**src/rtl/recv_pkg.sv**
```systemverilog
// Shared constants and types for the package-value receiver.
package recv_pkg;

    localparam logic [7:0]  FOO       = 8'd3;
    localparam int unsigned CNT_W_DEF = 16;
    localparam int unsigned DATA_W    = 8;

    typedef enum logic {
        RUN    = 1'b0,
        REPORT = 1'b1
    } state_t;

endpackage

```
**src/rtl/sat_counter.sv**
```systemverilog
// Counter that adds 0..2 per cycle and sticks at all-ones; clear has priority.
module sat_counter #(
    parameter int unsigned W = 16
) (
    input  logic         clock,
    input  logic         reset,
    input  logic         clear,
    input  logic [1:0]   inc,
    output logic [W-1:0] count
);

    localparam int unsigned SW = W + 1;

    logic [W:0]   sum;
    logic [W-1:0] count_d;

    always_comb begin
        sum     = {1'b0, count} + SW'(inc);
        count_d = sum[W] ? {W{1'b1}} : sum[W-1:0];
        if (clear) begin
            count_d = '0;
        end
    end

    always_ff @(posedge clock or posedge reset) begin
        if (reset) begin
            count <= '0;
        end else begin
            count <= count_d;
        end
    end

endmodule

```
**src/rtl/pkg_value_receiver.sv**
```systemverilog
// Checks sample pairs against FOO, keeps running statistics and reports
// pass/fail once per WINDOW accepted pairs.
module pkg_value_receiver
    import recv_pkg::*;
#(
    parameter int unsigned WINDOW = 8,
    parameter int unsigned CNT_W  = CNT_W_DEF
) (
    input  logic              clock,
    input  logic              reset,
    input  logic              in_valid,
    output logic              in_ready,
    input  logic [DATA_W-1:0] in_data1,
    input  logic [DATA_W-1:0] in_data2,
    input  logic              clear,
    output logic              report_valid,
    input  logic              report_ready,
    output logic              report_ok,
    output logic [DATA_W-1:0] report_bad,
    output logic [CNT_W-1:0]  match_count,
    output logic [CNT_W-1:0]  mismatch_count,
    output logic              sticky_err
);

    localparam int unsigned WC_W = 8;

    state_t            state_q, state_d;
    logic [WC_W-1:0]   win_cnt_q, win_cnt_d;
    logic              win_err_q, win_err_d;
    logic              in_ready_d;
    logic              report_valid_d;
    logic              report_ok_d;
    logic [DATA_W-1:0] report_bad_d;
    logic              sticky_d;

    logic              accept;
    logic              m1, m2, mis_any;
    logic [1:0]        inc_match, inc_mis;

    assign accept    = in_valid & in_ready;
    assign m1        = (in_data1 == FOO);
    assign m2        = (in_data2 == FOO);
    assign mis_any   = ~(m1 & m2);
    assign inc_match = accept ? ({1'b0, m1} + {1'b0, m2}) : 2'd0;
    assign inc_mis   = accept ? ({1'b0, ~m1} + {1'b0, ~m2}) : 2'd0;

    sat_counter #(.W(CNT_W)) u_match_cnt (
        .clock (clock),
        .reset (reset),
        .clear (clear),
        .inc   (inc_match),
        .count (match_count)
    );

    sat_counter #(.W(CNT_W)) u_mismatch_cnt (
        .clock (clock),
        .reset (reset),
        .clear (clear),
        .inc   (inc_mis),
        .count (mismatch_count)
    );

    // Next-state and registered-output values
    always_comb begin
        state_d        = state_q;
        win_cnt_d      = win_cnt_q;
        win_err_d      = win_err_q;
        in_ready_d     = in_ready;
        report_valid_d = report_valid;
        report_ok_d    = report_ok;
        report_bad_d   = report_bad;
        sticky_d       = sticky_err | (accept & mis_any);
        if (clear) begin
            sticky_d = 1'b0;
        end

        unique case (state_q)
            RUN: begin
                in_ready_d = 1'b1;
                if (accept) begin
                    win_cnt_d = win_cnt_q + WC_W'(1);
                    win_err_d = win_err_q | mis_any;
                    // Only the first mismatch of the window is kept; lane 1 wins
                    if (!win_err_q && mis_any) begin
                        report_bad_d = m1 ? in_data2 : in_data1;
                    end
                    if (win_cnt_q == WC_W'(WINDOW - 1)) begin
                        state_d        = REPORT;
                        in_ready_d     = 1'b0;
                        report_valid_d = 1'b1;
                        report_ok_d    = ~(win_err_q | mis_any);
                    end
                end
            end
            REPORT: begin
                in_ready_d = 1'b0;
                if (report_ready) begin
                    state_d        = RUN;
                    in_ready_d     = 1'b1;
                    win_cnt_d      = '0;
                    win_err_d      = 1'b0;
                    report_bad_d   = '0;
                    report_valid_d = 1'b0;
                end
            end
            default: begin
                state_d = RUN;
            end
        endcase
    end

    always_ff @(posedge clock or posedge reset) begin
        if (reset) begin
            state_q      <= RUN;
            win_cnt_q    <= '0;
            win_err_q    <= 1'b0;
            in_ready     <= 1'b1;
            report_valid <= 1'b0;
            report_ok    <= 1'b0;
            report_bad   <= '0;
            sticky_err   <= 1'b0;
        end else begin
            state_q      <= state_d;
            win_cnt_q    <= win_cnt_d;
            win_err_q    <= win_err_d;
            in_ready     <= in_ready_d;
            report_valid <= report_valid_d;
            report_ok    <= report_ok_d;
            report_bad   <= report_bad_d;
            sticky_err   <= sticky_d;
        end
    end

endmodule

```
**config.mk**
```make
export PLATFORM = sky130hd
export DESIGN_NAME = pkg_value_receiver
export DESIGN_NICKNAME = d
export VERILOG_FILES = /design/src/rtl/recv_pkg.sv /design/src/rtl/sat_counter.sv /design/src/rtl/pkg_value_receiver.sv
export SDC_FILE = /design/constraint.sdc
export NUM_CORES = 1
export LEC_CHECK = 0
export ABC_CLOCK_PERIOD_IN_PS = 3100
export CORE_MARGIN = 2
export CORE_UTILIZATION = 45
export DETAILED_ROUTE_END_ITERATION = 16
export PLACE_DENSITY = 0.73
export SYNTH_ARGS = -nofsm -noshare
export SYNTH_HDL_FRONTEND = slang
export SYNTH_SLANG_ARGS = --single-unit
```
**constraint.sdc**
```tcl
create_clock -name clock -period 3.1 [get_ports clock]
set_input_delay 0.775 -clock clock [delete_from_list [all_inputs] [get_ports clock]]
set_output_delay 0.775 -clock clock [all_outputs]
set_load 0.005 [all_outputs]
```
==> results of run 1 <==
==> synthesized netlist by cell type (2+ instances only) <==
library cell	n
and2_1	2
ha_1	7
xnor2_1	18
dfrtp_1	53
nor3b_1	2
o21ai_0	10
a311oi_1	2
a211oi_1	4
nor3_1	9
inv_1	19
nand4_1	5
nor4b_2	2
and3b_1	2
nand3_1	18
a21o_1	2
nor2_1	17
buf_2	2
nor4_1	6
and3_1	3
a31oi_1	12
clkbuf_1	4
o21ai_1	2
a21oi_1	25
fa_1	2
nor4_4	2
buf_6	3
xor2_1	5
nand2_1	18
or3_1	3
==> state kept, by name, indices dropped and copies added (netlist names), 8 cells and up <==
signal and count:
report_bad 8, u_match_cnt.count 16, u_mismatch_cnt.count 16, win_cnt_q 8
==> path summary, 6_finish.rpt <==
| check | from | endpoint | slack [ps] | cells past startpoint |
|---|---|---|---|---|
| max in group asynchronous | reset | in_ready | 1620 | 3 |
| hold / removal | report_valid | report_valid | 490 | 1 |
| min in group asynchronous | reset | report_valid | 850 | 2 |
| setup / recovery | in_data2[7] | u_match_cnt.count[14] | 2 | 13 |
| hold reg to reg | report_valid | report_valid | 490 | 1 |
| setup reg to reg | in_ready | u_match_cnt.count[14] | 600 | 9 |
==> routing by layer <==
layer | vias to the layer above | GRT usage, % | wire, um
li1 | 1213 | - | -
met1 | 1227 | 27.12 | 3182
met2 | 49 | 34.40 | 3395
met3 | 15 | 3.264 | 189
met4 | 0 | 6.012 | 179
met5 | - | 0 | 0
==> layout make-up <==
type / count / area share [%]
Timing Repair Buffer: 97 / 21.99
Clock inverter: 2 / 0.3097
Multi-Input combinational cell: 202 / 37.97
Tap cell: 77 / 2.385
Inverter: 19 / 1.765
Sequential cell: 54 / 33.48
Antenna cell: 1 / 0.06194
Clock buffer: 6 / 2.044
==> report_power, final <==
group          switching (mW)  internal, mW  leakage [nW]  total (mW)
combinational           0.186         0.230         0.924       0.416
clock                   0.237         0.180        0.0472       0.417
sequential             0.0830         0.805         0.727       0.888
==> through the flow <==
stage	cell area, sq um	setup TNS, ps	power, mW	utilization [%]	instances
2_1_floorplan	2973	-7986	1.086	-	286
3_3_place_gp	3817	-19320	1.302	60.81	439
3_5_place_dp	3817	-21780	1.316	60.81	439
4_1_cts	3968	0	1.728	63.21	451
5_1_grt	4040	-1339	1.818	64.36	458
6_report	4040	0	1.721	64.36	458
==> cell families after synthesis <==
group,Yosys count
xor gates and xnor gates,23
buffers and inverters,31
DFF,54
adders and majority gates,9
and+or+nand+nor,103
AOI/OAI and AO/OA,64
muxes,2
==> what timing repair did <==
action,CTS,global route
gates cloned,1,0
resized for setup,39,37
endpoints found under the setup margin,32,32
setup buffers,3,6
pin swaps,14,17
==> critical path: cells and delay by family <==
family | cells | cell delay, ps
adder cells (fa/ha/maj) | 3 | 780
buffers and inverters | 3 | 320
AO/OA/AOI/OAI | 2 | 320
AND/OR/NAND/NOR | 5 | 1120
==> out/metrics.yaml, run 1 <==
global_routing:
  grt_pass1_vias: 2518
  grt_use_total_pct: 20.37
  antenna_found_initial: 1
  grt_max_degree: 34
  grt_pass1_wl_um: 11810
  grt_overflow: 0
drt:
  drt_iter0_drc: 92
  dr.pass1.iters: 4
  ant_nets: 0
  wirelength_um: 6946
  drc: 0
  post_drt_wl_per_cell_um: 15.17
  avgViaCountPerCell: 5.467
  vias: 2504
floorplan:
  die_w_um: 83.92
  design.core.area_sq_um: 6277
  start_util_pct: 45.78
  fp-row-count: 29
  die_h_um: 83.92
  io_pins: 65
  die-area_sq_um: 7042
finish:
  syn_to_final_growth_pct: 40.57
  mostFrequentLayoutCells: "dfrtp_1, clkdlybuf4s50_1, buf_4"
  final_nets: 409
  drive_gt1_share_pct: 24.47
  final_common_cell: "dfrtp_1"
  nFillCells: 531
  seq_area_sq_um: 1353
  multi_input_area_sq_um: 1534
sta:
  timing_hold_violations_final: 0
  rsz0062_at_grt: "yes"
  period_needed_ps: 3098
  fmax_mhz: 322.8
  hold-worst-slack_ps: 486.9
  drv_slew: 0
  period_share_pct: 99.94
  skew_ps: 5.165
  fin_ws_ps: 1.966
  slew-limit-headroom_pct: 59.93
  tightest_slew_ps: 600.2
  setup_viol: 0
yosys:
  synth_mux_area_share_pct: 0.7401
  synth_top_area_share_pct: 46.15
  synth_top_family_by_area: "simple AND/OR/NAND/NOR gates"
  ys_seq_area_share_pct: 47.06
  syn_area_per_cell_sq_um: 10.05
  synth_area_leaders: "dfrtp_1, xnor2_1, a21oi_1"
  synth_top_cell_by_area: "dfrtp_1"
  netlist_instances: 286
  synthSimpleGateAreaFrac_pct: 22.16
  synth_area_sq_um: 2874
  synth_flop_cell: "dfrtp_1"
  synth-adder-area-share_pct: 4.441
  synth-seq-cells: 54
  syn-num-nets: 316
  synth_xor_xnor_area_share_pct: 7.009
  yosysWarnings: 0
  async_flop_share_pct: 100.0
  ys_types: 56
  synth_edf_count: 0
  synth_compound_area_share_pct: 13.37
placement:
  dp_slack_ps: -754.6
  port_buffers: 64
  dp_hpwl_um: 4793
  place.gp.congestion: 0.9000
worst_setup_path:
  crit_path_end_kind: "flop"
  critPathMaxStageDelay_ps: 350
  critPathSlowestCell: "fa_2"
  path_max_fanout: 5
  worstPathCellList: "buf_8, nor4_4, nand4_1, ha_1, and3_4, ha_4, inv_2, fa_2, nand3b_1, nor4_4, buf_4, a31oi_1, a311oi_1"
  cp-start-kind: "input port"
  worst_ep_arrival_time_ps: 3320
  path_common_cell: "nor4_4"
  required_ps: 3320
  critical_path_class: "in -> reg"
run:
  drv_cap: 0
hold_path:
  hp-class: "reg -> reg"
clock_tree:
  cts_buffer_depth: 2
  holdBufCountCts: 0
  cts_tree: "built"
  clk_pin_slew_worst_paths_ps: 100
  clk_latency_ps: 310
  cts_buffers: 5
  clock_sinks: 54
  htree_levels: 2
  cts_root_buf: "clkbuf_8"
power:
  peakVddDrop_mv: 0.3089
  p_leak_nw: 1.698
  powerDensity_nw_per_um2: 426.0
run_status:
  status: "finished, final reports clean"
Note: power is estimated with default switching activity, not from simulation.
==> run 2, diff against run 1 <==
PLACE_DENSITY = 0.83   (was 0.73)
==> out/metrics.yaml, run 2 (synthesized netlist as in run 1, its figures left out) <==
sta:
  fmax_mhz: 316.9  # -1.8%
  period_share_pct: 101.8  # +1.9 points
  tns_ps: -87.49  # -87.49 ps
  drv_slew: 0  # unchanged
  rsz0062_at_grt: "yes"
  fin_ws_ps: -55.58  # -57.55 ps
  timing_hold_violations_final: 0  # unchanged
  slew-limit-headroom_pct: 50.13  # -9.8 points
  period_needed_ps: 3156  # +57.55 ps
  setup_viol: 3  # +3
  hold-worst-slack_ps: 504.4  # +17.50 ps
  skew_ps: 4.049  # -1.116 ps
  tightest_slew_ps: 745.7  # +145.5 ps
finish:
  drive_gt1_share_pct: 22.67  # -1.8 points
  mostFrequentLayoutCells: "dfrtp_1, clkdlybuf4s50_1, buf_4"
  syn_to_final_growth_pct: 39.75
  reg_top3: "u_match_cnt.count x16, u_mismatch_cnt.count x16"
  final_common_cell: "dfrtp_1"
  final_nets: 404  # -1.2%
  antennaDiodeCount: 0  # -1
drt:
  dr.pass1.iters: 4  # unchanged
  vias: 2527  # +0.92%
  ant_nets: 0  # unchanged
  drt_iter0_drc: 120  # +30%
  met1Wirelength_um: 3116  # -2.1%
  post_drt_wl_per_cell_um: 15.31  # +0.96%
  wirelength_um: 6921  # -0.36%
  drc: 0  # unchanged
  wl_met3_um: 270  # +43%
  dr_wl_met2_um: 3408  # +0.38%
  avgViaCountPerCell: 5.591  # +2.3%
  dr.max_layer_used: "met4"
placement:
  dp_hpwl_um: 4902  # +2.3%
  dp_slack_ps: -769.6  # -15.04 ps
  place.gp.congestion: 0.8156  # -9.4%
  port_buffers: 64  # unchanged
clock_tree:
  holdBufCountCts: 0  # unchanged
  cts_buffers: 5  # unchanged
  clk_pin_slew_worst_paths_ps: 100  # about the same
  clock_sinks: 54  # unchanged
  cts_buffer_depth: 2  # unchanged
  clk_latency_ps: 300  # about the same
  cts_tree: "built"
  cts_root_buf: "clkbuf_8"
  htree_levels: 2  # unchanged
worst_setup_path:
  worstPathCellList: "buf_2, nor4b_4, nand2_1, ha_1, and3_4, ha_4, inv_2, fa_2, nand3b_1, nor4_4, buf_4, a31oi_1, a311oi_1"
  required_ps: 3300  # -20 ps
  worst_ep_arrival_time_ps: 3350  # +30 ps
  critPathSlowestCell: "fa_2"
  critical_path_class: "in -> reg"
  critPathMaxStageDelay_ps: 340  # about the same
  cp-start-kind: "input port"
  path_max_fanout: 3  # -2
  crit_path_end_kind: "flop"
global_routing:
  grt_use_total_pct: 20.17  # -0.20 points
  grt_max_degree: 30  # -12%
  grt_overflow: 0  # unchanged
  grt_pass1_wl_um: 11690  # -0.99%
  antenna_found_initial: 0  # -1
  grt_pass1_vias: 2511  # -0.28%
floorplan:
  design.core.area_sq_um: 6277  # unchanged
  die-area_sq_um: 7042  # unchanged
  io_pins: 65  # unchanged
  die_w_um: 83.92  # unchanged
  die_h_um: 83.92  # unchanged
  start_util_pct: 45.78  # unchanged
  fp-row-count: 29  # unchanged
run_status:
  status: "complete, but fails checks"
  violations: "setup timing"
power:
  finalPower_mw: 1.754  # +1.9%
  p_leak_nw: 1.691  # -0.41%
  peakVddDrop_mv: 0.2603  # -16%
  powerDensity_nw_per_um2: 436.6  # +2.5%
run:
  drv_cap: 0  # unchanged
hold_path:
  hp-class: "reg -> reg"
## run 2: repair_timing
| action | in CTS | in global routing |
|---|---|---|
| cloned | 0 | 1 |
| buffers inserted | 5 | 1 |
| setup endpoints to repair | 32 | 32 |
| pin swaps | 15 | 13 |
| resized for setup | 57 | 15 |
## run 2: metrics by stage
step | utilization (%) | instance area [sq um] | cells
6_report | 63.98 | 4016 | 452
5_1_grt | 63.98 | 4016 | 452
4_1_cts | 62.89 | 3948 | 450
3_5_place_dp | 60.57 | 3802 | 437
3_3_place_gp | 60.57 | 3802 | 437
2_1_floorplan | - | 2973 | 286
## run 2: final cells by class
cell class / count / area, sq um
Clock buffer: 8 / 110.1
Timing Repair Buffer: 92 / 857.1
Fill cell: 515 / 2261
Inverter: 19 / 71.32
Sequential cell: 54 / 1353
Tap cell: 77 / 96.34
Multi-Input combinational cell: 202 / 1529
## run 2: path summary, 6_finish.rpt
path	startpoint	end	slack [ps]	depth (start not counted)
worst max-delay path	in_data1[3]	u_match_cnt.count[14]	-60	13
worst min-delay path	report_valid	report_valid	500	1
worst max register to register	in_ready	u_match_cnt.count[14]	580	9
worst min register to register	report_valid	report_valid	500	1
max in group asynchronous	reset	in_ready	1610	3
min in group asynchronous	reset	win_cnt_q[7]	850	2
## run 2: worst max-delay path, delay by kind of cell
family                     cells  cell delay, ps
buffers and inverters          3             330
and+or+nand+nor                5            1140
adders and majority gates      3             770
AOI/OAI and AO/OA              2             330
## run 2: metal layers
| layer | global-route usage (%) | up-vias |
|---|---|---|
| li1 | - | 1202 |
| met1 | 27.37 | 1238 |
| met2 | 33.38 | 76 |
| met3 | 2.572 | 11 |
| met4 | 7.038 | 0 |
| met5 | 0 | - |
## run 2: power by group
| part | internal, mW | leakage (nW) | total (mW) | switching, mW |
|---|---|---|---|---|
| Sequential | 0.805 | 0.727 | 0.891 | 0.0859 |
| Combinational | 0.230 | 0.907 | 0.411 | 0.181 |
| Clock | 0.226 | 0.0575 | 0.452 | 0.226 |
| Total | 1.26 | 1.69 | 1.75 | 0.493 |
==> run 3, diff against run 2 <==
SLEW_MARGIN = 30   (was not set)
==> results of run 3 <==
The final DEF is identical to that of run 2; final timing and power are the same.
